### src/rtl/multicycle_seq.sv
// Multi-cycle RV32I instruction sequencer: FETCH/DECODE/EXEC/MEM/WB control,
// memory request handshakes with timeout, and retired-instruction counting.
module multicycle_seq #(
    parameter int TIMEOUT = 16,
    parameter int CNT_W   = 32
) (
    input  logic             clk,
    input  logic             rst_n,
    input  logic [6:0]       opcode,
    input  logic             branch_taken,
    input  logic             imem_ready,
    input  logic             dmem_ready,
    input  logic             halt_req,
    output logic             imem_req,
    output logic             dmem_req,
    output logic             dmem_we,
    output logic             ir_write,
    output logic             pc_write,
    output logic [1:0]       pc_src,
    output logic             reg_write,
    output logic             imm_data,
    output logic [1:0]       opcode_alu,
    output logic             mem_to_reg,
    output logic             illegal,
    output logic             bus_err,
    output logic             halted,
    output logic [CNT_W-1:0] instret
);

    typedef enum logic [2:0] {
        S_IDLE,
        S_FETCH,
        S_DECODE,
        S_EXEC,
        S_MEM,
        S_WB,
        S_HALT
    } state_t;

    localparam logic [4:0] C_LOAD   = 5'b00000;
    localparam logic [4:0] C_OP_IMM = 5'b00100;
    localparam logic [4:0] C_STORE  = 5'b01000;
    localparam logic [4:0] C_OP     = 5'b01100;
    localparam logic [4:0] C_LUI    = 5'b01101;
    localparam logic [4:0] C_BRANCH = 5'b11000;
    localparam logic [4:0] C_JAL    = 5'b11011;

    localparam logic [1:0] ALU_BRANCH = 2'b00;
    localparam logic [1:0] ALU_OP_IMM = 2'b01;
    localparam logic [1:0] ALU_ADD    = 2'b10;
    localparam logic [1:0] ALU_OP     = 2'b11;

    localparam logic [1:0] PC_PLUS4  = 2'b00;
    localparam logic [1:0] PC_BRANCH = 2'b01;
    localparam logic [1:0] PC_JUMP   = 2'b10;

    // The timeout fires on the last permitted wait cycle, so a ready that
    // arrives in that same cycle still completes the handshake.
    localparam logic [7:0] WAIT_LAST = 8'(TIMEOUT - 1);

    state_t     state;
    state_t     state_next;
    logic [4:0] cls;
    logic [7:0] wait_cnt;
    logic       halt_pend;
    logic       retire;
    logic       timeout;
    logic       waiting;
    logic       legal;
    logic [1:0] alu_sel;
    logic       imm_sel;
    logic       unused_opcode_bits;

    assign unused_opcode_bits = ^opcode[1:0];

    always_comb begin
        legal = 1'b0;
        case (opcode[6:2])
            C_LOAD, C_OP_IMM, C_STORE, C_OP,
            C_LUI, C_BRANCH, C_JAL: legal = 1'b1;
            default:                legal = 1'b0;
        endcase
    end

    always_comb begin
        alu_sel = ALU_ADD;
        imm_sel = 1'b1;
        case (cls)
            C_OP: begin
                alu_sel = ALU_OP;
                imm_sel = 1'b0;
            end
            C_OP_IMM, C_LUI: begin
                alu_sel = ALU_OP_IMM;
                imm_sel = 1'b1;
            end
            C_BRANCH: begin
                alu_sel = ALU_BRANCH;
                imm_sel = 1'b0;
            end
            default: begin
                alu_sel = ALU_ADD;
                imm_sel = 1'b1;
            end
        endcase
    end

    always_comb begin
        state_next = state;
        imem_req   = 1'b0;
        dmem_req   = 1'b0;
        dmem_we    = 1'b0;
        ir_write   = 1'b0;
        pc_write   = 1'b0;
        pc_src     = PC_PLUS4;
        reg_write  = 1'b0;
        imm_data   = 1'b0;
        opcode_alu = 2'b00;
        mem_to_reg = 1'b0;
        illegal    = 1'b0;
        halted     = 1'b0;
        retire     = 1'b0;
        timeout    = 1'b0;
        waiting    = 1'b0;

        case (state)
            S_IDLE: begin
                state_next = S_FETCH;
            end

            // A zero wait count marks the entry cycle, the only point a halt may cut in.
            S_FETCH: begin
                if (wait_cnt == 8'd0 && (halt_req || halt_pend)) begin
                    state_next = S_HALT;
                end else begin
                    imem_req = 1'b1;
                    if (imem_ready) begin
                        ir_write   = 1'b1;
                        state_next = S_DECODE;
                    end else begin
                        waiting = 1'b1;
                        if (wait_cnt == WAIT_LAST) begin
                            timeout    = 1'b1;
                            state_next = S_HALT;
                        end
                    end
                end
            end

            S_DECODE: begin
                if (legal) begin
                    state_next = S_EXEC;
                end else begin
                    illegal    = 1'b1;
                    pc_write   = 1'b1;
                    pc_src     = PC_PLUS4;
                    state_next = S_FETCH;
                end
            end

            S_EXEC: begin
                opcode_alu = alu_sel;
                imm_data   = imm_sel;
                case (cls)
                    C_BRANCH: begin
                        pc_write   = 1'b1;
                        pc_src     = branch_taken ? PC_BRANCH : PC_PLUS4;
                        retire     = 1'b1;
                        state_next = S_FETCH;
                    end
                    C_LOAD, C_STORE: state_next = S_MEM;
                    default:         state_next = S_WB;
                endcase
            end

            S_MEM: begin
                opcode_alu = alu_sel;
                imm_data   = imm_sel;
                dmem_req   = 1'b1;
                dmem_we    = (cls == C_STORE);
                if (dmem_ready) begin
                    if (cls == C_STORE) begin
                        pc_write   = 1'b1;
                        pc_src     = PC_PLUS4;
                        retire     = 1'b1;
                        state_next = S_FETCH;
                    end else begin
                        state_next = S_WB;
                    end
                end else begin
                    waiting = 1'b1;
                    if (wait_cnt == WAIT_LAST) begin
                        timeout    = 1'b1;
                        state_next = S_HALT;
                    end
                end
            end

            S_WB: begin
                opcode_alu = alu_sel;
                imm_data   = imm_sel;
                reg_write  = 1'b1;
                mem_to_reg = (cls == C_LOAD);
                pc_write   = 1'b1;
                pc_src     = (cls == C_JAL) ? PC_JUMP : PC_PLUS4;
                retire     = 1'b1;
                state_next = S_FETCH;
            end

            S_HALT: begin
                halted = 1'b1;
                if (!bus_err && !halt_req) begin
                    state_next = S_FETCH;
                end
            end

            default: begin
                state_next = S_IDLE;
            end
        endcase
    end

    always_ff @(posedge clk or negedge rst_n) begin
        if (!rst_n) begin
            state <= S_IDLE;
        end else begin
            state <= state_next;
        end
    end

    always_ff @(posedge clk or negedge rst_n) begin
        if (!rst_n) begin
            cls <= 5'd0;
        end else if (state == S_DECODE) begin
            cls <= opcode[6:2];
        end
    end

    always_ff @(posedge clk or negedge rst_n) begin
        if (!rst_n) begin
            wait_cnt <= 8'd0;
        end else if (state_next != state) begin
            wait_cnt <= 8'd0;
        end else if (waiting) begin
            wait_cnt <= wait_cnt + 8'd1;
        end
    end

    // Halt requests seen mid-instruction are remembered until the next fetch entry.
    always_ff @(posedge clk or negedge rst_n) begin
        if (!rst_n) begin
            halt_pend <= 1'b0;
        end else if (state == S_HALT) begin
            halt_pend <= 1'b0;
        end else if (halt_req && state != S_FETCH) begin
            halt_pend <= 1'b1;
        end
    end

    always_ff @(posedge clk or negedge rst_n) begin
        if (!rst_n) begin
            bus_err <= 1'b0;
        end else if (timeout) begin
            bus_err <= 1'b1;
        end
    end

    always_ff @(posedge clk or negedge rst_n) begin
        if (!rst_n) begin
            instret <= '0;
        end else if (retire) begin
            instret <= instret + 1'b1;
        end
    end

endmodule

### config.mk
export PLATFORM = sky130hd
export DESIGN_NAME = multicycle_seq
export DESIGN_NICKNAME = d
export VERILOG_FILES = /design/src/rtl/multicycle_seq.sv
export SDC_FILE = /design/constraint.sdc
export NUM_CORES = 1
export LEC_CHECK = 0
export BUFFER_PORTS_ARGS = -buffer_cell sky130_fd_sc_hd__buf_2
export CAP_MARGIN = 20
export CELL_PAD_IN_SITES_DETAIL_PLACEMENT = 0
export CELL_PAD_IN_SITES_GLOBAL_PLACEMENT = 2
export CORE_UTILIZATION = 34
export DETAILED_ROUTE_END_ITERATION = 7
export GPL_ROUTABILITY_DRIVEN = 1
export PLACE_DENSITY = 0.88
export SYNTH_ARGS = -nofsm -noshare
export SYNTH_HDL_FRONTEND = slang
export SYNTH_SLANG_ARGS = --single-unit
export TNS_END_PERCENT = 10
### constraint.sdc
create_clock -name clk -period 3 [get_ports clk]
set_clock_uncertainty 0.1 [all_clocks]
set_input_delay 0.6 -clock clk [delete_from_list [all_inputs] [get_ports clk]]
set_output_delay 0.6 -clock clk [all_outputs]
set_load 0.01 [all_outputs]
==> key figures <==
Floorplanning
  • Row cnt: 33
  • Die area: between 0.008 and 0.009 mm2
  • Starting Density: 0.354
  • Width of the chip: between 90 and 100 um
  • Die Ht: 94.7 um
  • Core area: between 0.008 and 0.009 mm2
  • I/O Pins: 60

Drt
  • Routed wire length: around 6.6 mm
  • Drt via density: 5.20
  • Detail Route Antenna Nets: 0
  • Pre-antenna DRT Iters: 4
  • 1st-iter DRT viols: 74
  • DR WL/cell: ~14 um
  • Post-route DRC: 0
  • Vias post-DR: between 2000 and 2500

Global route
  • Total GRT Usage: 0.159
  • First-pass GRT wire length: between 10 and 15 mm
  • Vias in the first global route: 2311
  • Largest net degree at the start of global routing: 51
  • Grt ovf: 0
  • Initial antenna violation count: 0

Job
  • MaxCap Viol Count: 0

Worst setup path
  • Crit path max fanout: 17
  • CP startpoint: state[2]
  • CP endpoint kind: output port
  • WP data required: around 2.3 ns
  • Max stage delay on crit path: between 0.5 and 0.6 ns
  • Max stage delay cell, worst path: dfrtp_1
  • End of the worst register-to-register path: instret[27]
  • Crit Reg-Reg Startpoint: state[1]
  • Worst setup SP type: flip-flop
  • Crit path to: opcode_alu[0]
  • Worst path arrival time: ~2.1 ns
  • Critical path class: flip-flop to output port
  • Flop2flop setup slack: approximately 0.66 ns
  • Reg2Reg Depth: 7
  • Cell Chain, Critical Path: nor2b_1, a21oi_1, a2111oi_0, buf_2

Synth
  • Post-synth net total: just over 300
  • Synth async-reset ratio: 1.00
  • Syn_area_per_cell: between 10 and 15 um2
  • Yosys cell types: between 60 and 70
  • Post-synth top cells: dfrtp_1 (50), nor2_1 (23), xnor2_1 (21)
  • Count leader, synth: dfrtp_1
  • Yosys reg bits: 50
  • Post-synth EDFFs: 0
  • Post-Syn Instances: slightly below 300
  • Synthesized area: between 0.002 and 0.003 mm2
  • Top FF cell, synth: dfrtp_1
  • Post-synth top area share: 0.428
  • Ys Warns: 0
  • Register area share after synthesis: 0.428
  • Synth area leader: dfrtp_1
  • Main area contributors after synthesis: dfrtp_1 (43%), xnor2_1 (6.3%), xor2_1 (5.7%), nor2_1 (3.0%), nand2_1 (2.4%)

Power
  • Switching Fraction: 0.397
  • Reg power frac: 0.433
  • Combinational share of power: 0.383
  • Psw: roughly 860 uW
  • Clock share of power: 0.185
  • Leak: ~0.0016 uW
  • VDD IR-drop max: between 0.0002 and 0.00025 V
  • Total power: 2160 uW
  • Internal power: roughly 1300 uW
  • Pwr dens: about 630 mW/mm2

STA
  • Fin Setup TNS: 0 ns
  • Final Hold Violating Endpoints: 0
  • RSZ-0062 raised after global routing: false
  • Setup Viol. Count Final: 0
  • Final Max Slew Viols: 0
  • Crit share post-route: 0.926
  • F_max: approximately 0.36 GHz
  • Tightest Pin Transition: approximately 0.66 ns
  • Final period demand of the worst path: roughly 2.8 ns
  • Slew headroom: 0.559

Cells and area
  • Layout cells sized above 1: 0.276
  • Final net count: about 370
  • Filler cells: 824
  • Diode count: 0
  • Area Overhead vs Synth: 17.1%

Clock tree
  • Clk sink count: 50
  • Post-CTS Resized: 0
  • Total CTS buffers: 5
  • Clk root buf: clkbuf_8
  • Post-CTS setup repair buffer count: 0
  • Buffers from clock root to sink, at most: 2
  • Clock transition at path regs: ~0.090 ns
  • # hold bufs at CTS: 0
  • H-tree Lvls: 2
  • Worst-Skew Late Latency: between 0.3 and 0.4 ns
  • CTS tree: built

Worst hold path
  • Worst hold path class: input pin to async pin

Run status
  • Status: completed

Place
  • Hpwl dp: between 4 and 5 mm
  • Input/output buffers: 57
  • GPL Wtd Cong: 0.756
-- cells by family (layout without fill, tap and decap cells) --
kind of cell,count (synthesis),in the layout,share of synthesized area
AOI/OAI and AO/OA,54,54,0.141
xor gates and xnor gates,40,40,0.120
adders and majority gates,4,4,0.0171
buffers and inverters,18,80,0.0287
DFF,50,50,0.428
muxes,5,5,0.0188
and+or+nand+nor,119,119,0.246
-- power groups by stage --
stage	clock network (uW)	registers [uW]	logic, uW
5_1_grt	447	958	928
2_1_floorplan	0	885	660
4_1_cts	423	936	835
3_5_place_dp	0	949	835
3_3_place_gp	0	949	829
6_report	399	935	827
-- cell usage in the layout, fill, tap and decap left out, drive strengths merged, types with 3 or more instances in the layout --
cell | Yosys | final
xor2 | 19 | 19
nand2 | 19 | 19
or3b | 3 | 3
nor4 | 7 | 7
nand4 | 12 | 12
and4 | 4 | 4
nand2b | 4 | 4
a21oi | 14 | 14
nor3 | 8 | 8
a21boi | 4 | 4
and3 | 7 | 7
nor3b | 3 | 3
o2111ai | 4 | 4
and2 | 4 | 4
or2 | 3 | 3
xnor2 | 21 | 21
buf | 4 | 60
ha | 4 | 4
or3 | 3 | 3
mux2 | 4 | 4
o21ai | 9 | 9
o22ai | 4 | 4
nand3 | 9 | 9
clkbuf | 2 | 6
nor2 | 24 | 24
inv | 12 | 12
dfrtp | 50 | 50
a31oi | 3 | 3
-- registers in the layout, summed over array words and instances, names as in the netlist --
signal / flops
halt_pend: 1
bus_err: 1
wait_cnt: 8
cls: 5
instret: 32
state: 3
-- how the worst min path moves through the flow --
stage | start | endpoint | slack [ns] | depth (start not counted)
floorplan | rst_n | bus_err | 0.20 | 0
global placement | instret[31] | instret[31] | 0.35 | 1
detailed placement | instret[31] | instret[31] | 0.35 | 1
CTS | rst_n | state[2] | 0.18 | 2
global route | rst_n | instret[30] | 0.18 | 2
finish | rst_n | bus_err | 0.16 | 2
-- worst max-delay path, delay by kind of cell (launching register included) --
kind | cells | cell delay (ns)
flops | 1 | 0.55
simple gates | 1 | 0.38
compound gates | 2 | 0.63
buf+inv | 1 | 0.21
-- stage by stage --
stage / instance area, um2 / utilization / instances / hold WS, ns / setup WS [ns]
2_1_floorplan: 2920 / - / 290 / 0.204 / 0.666
3_3_place_gp: 3330 / 0.404 / 449 / 0.352 / 0.589
3_5_place_dp: 3330 / 0.404 / 449 / 0.352 / 0.598
4_1_cts: 3420 / 0.414 / 457 / 0.179 / 0.240
5_1_grt: 3420 / 0.414 / 457 / 0.183 / 0.113
6_report: 3420 / 0.414 / 457 / 0.165 / 0.222
-- area by class of cell --
class,instances,area [um2],share of cell area
multi-input cells,222,1590,0.464
clock inverters,2,13.8,0.00402
repair buffers,60,320,0.0936
flip-flops and latches,50,1250,0.366
inverters,12,45.0,0.0132
well taps,105,131,0.0384
clock buffers,6,72.6,0.0212
-- layer usage --
layer  wire length, um  vias up  global-route usage
li1                  -     1178                   -
met1              3240     1139               0.225
met2              2970       54               0.249
met3               295        5              0.0338
met4                64        0              0.0341
met5                 0        -                   0
No activity file was read; power rests on OpenSTA's default activity.
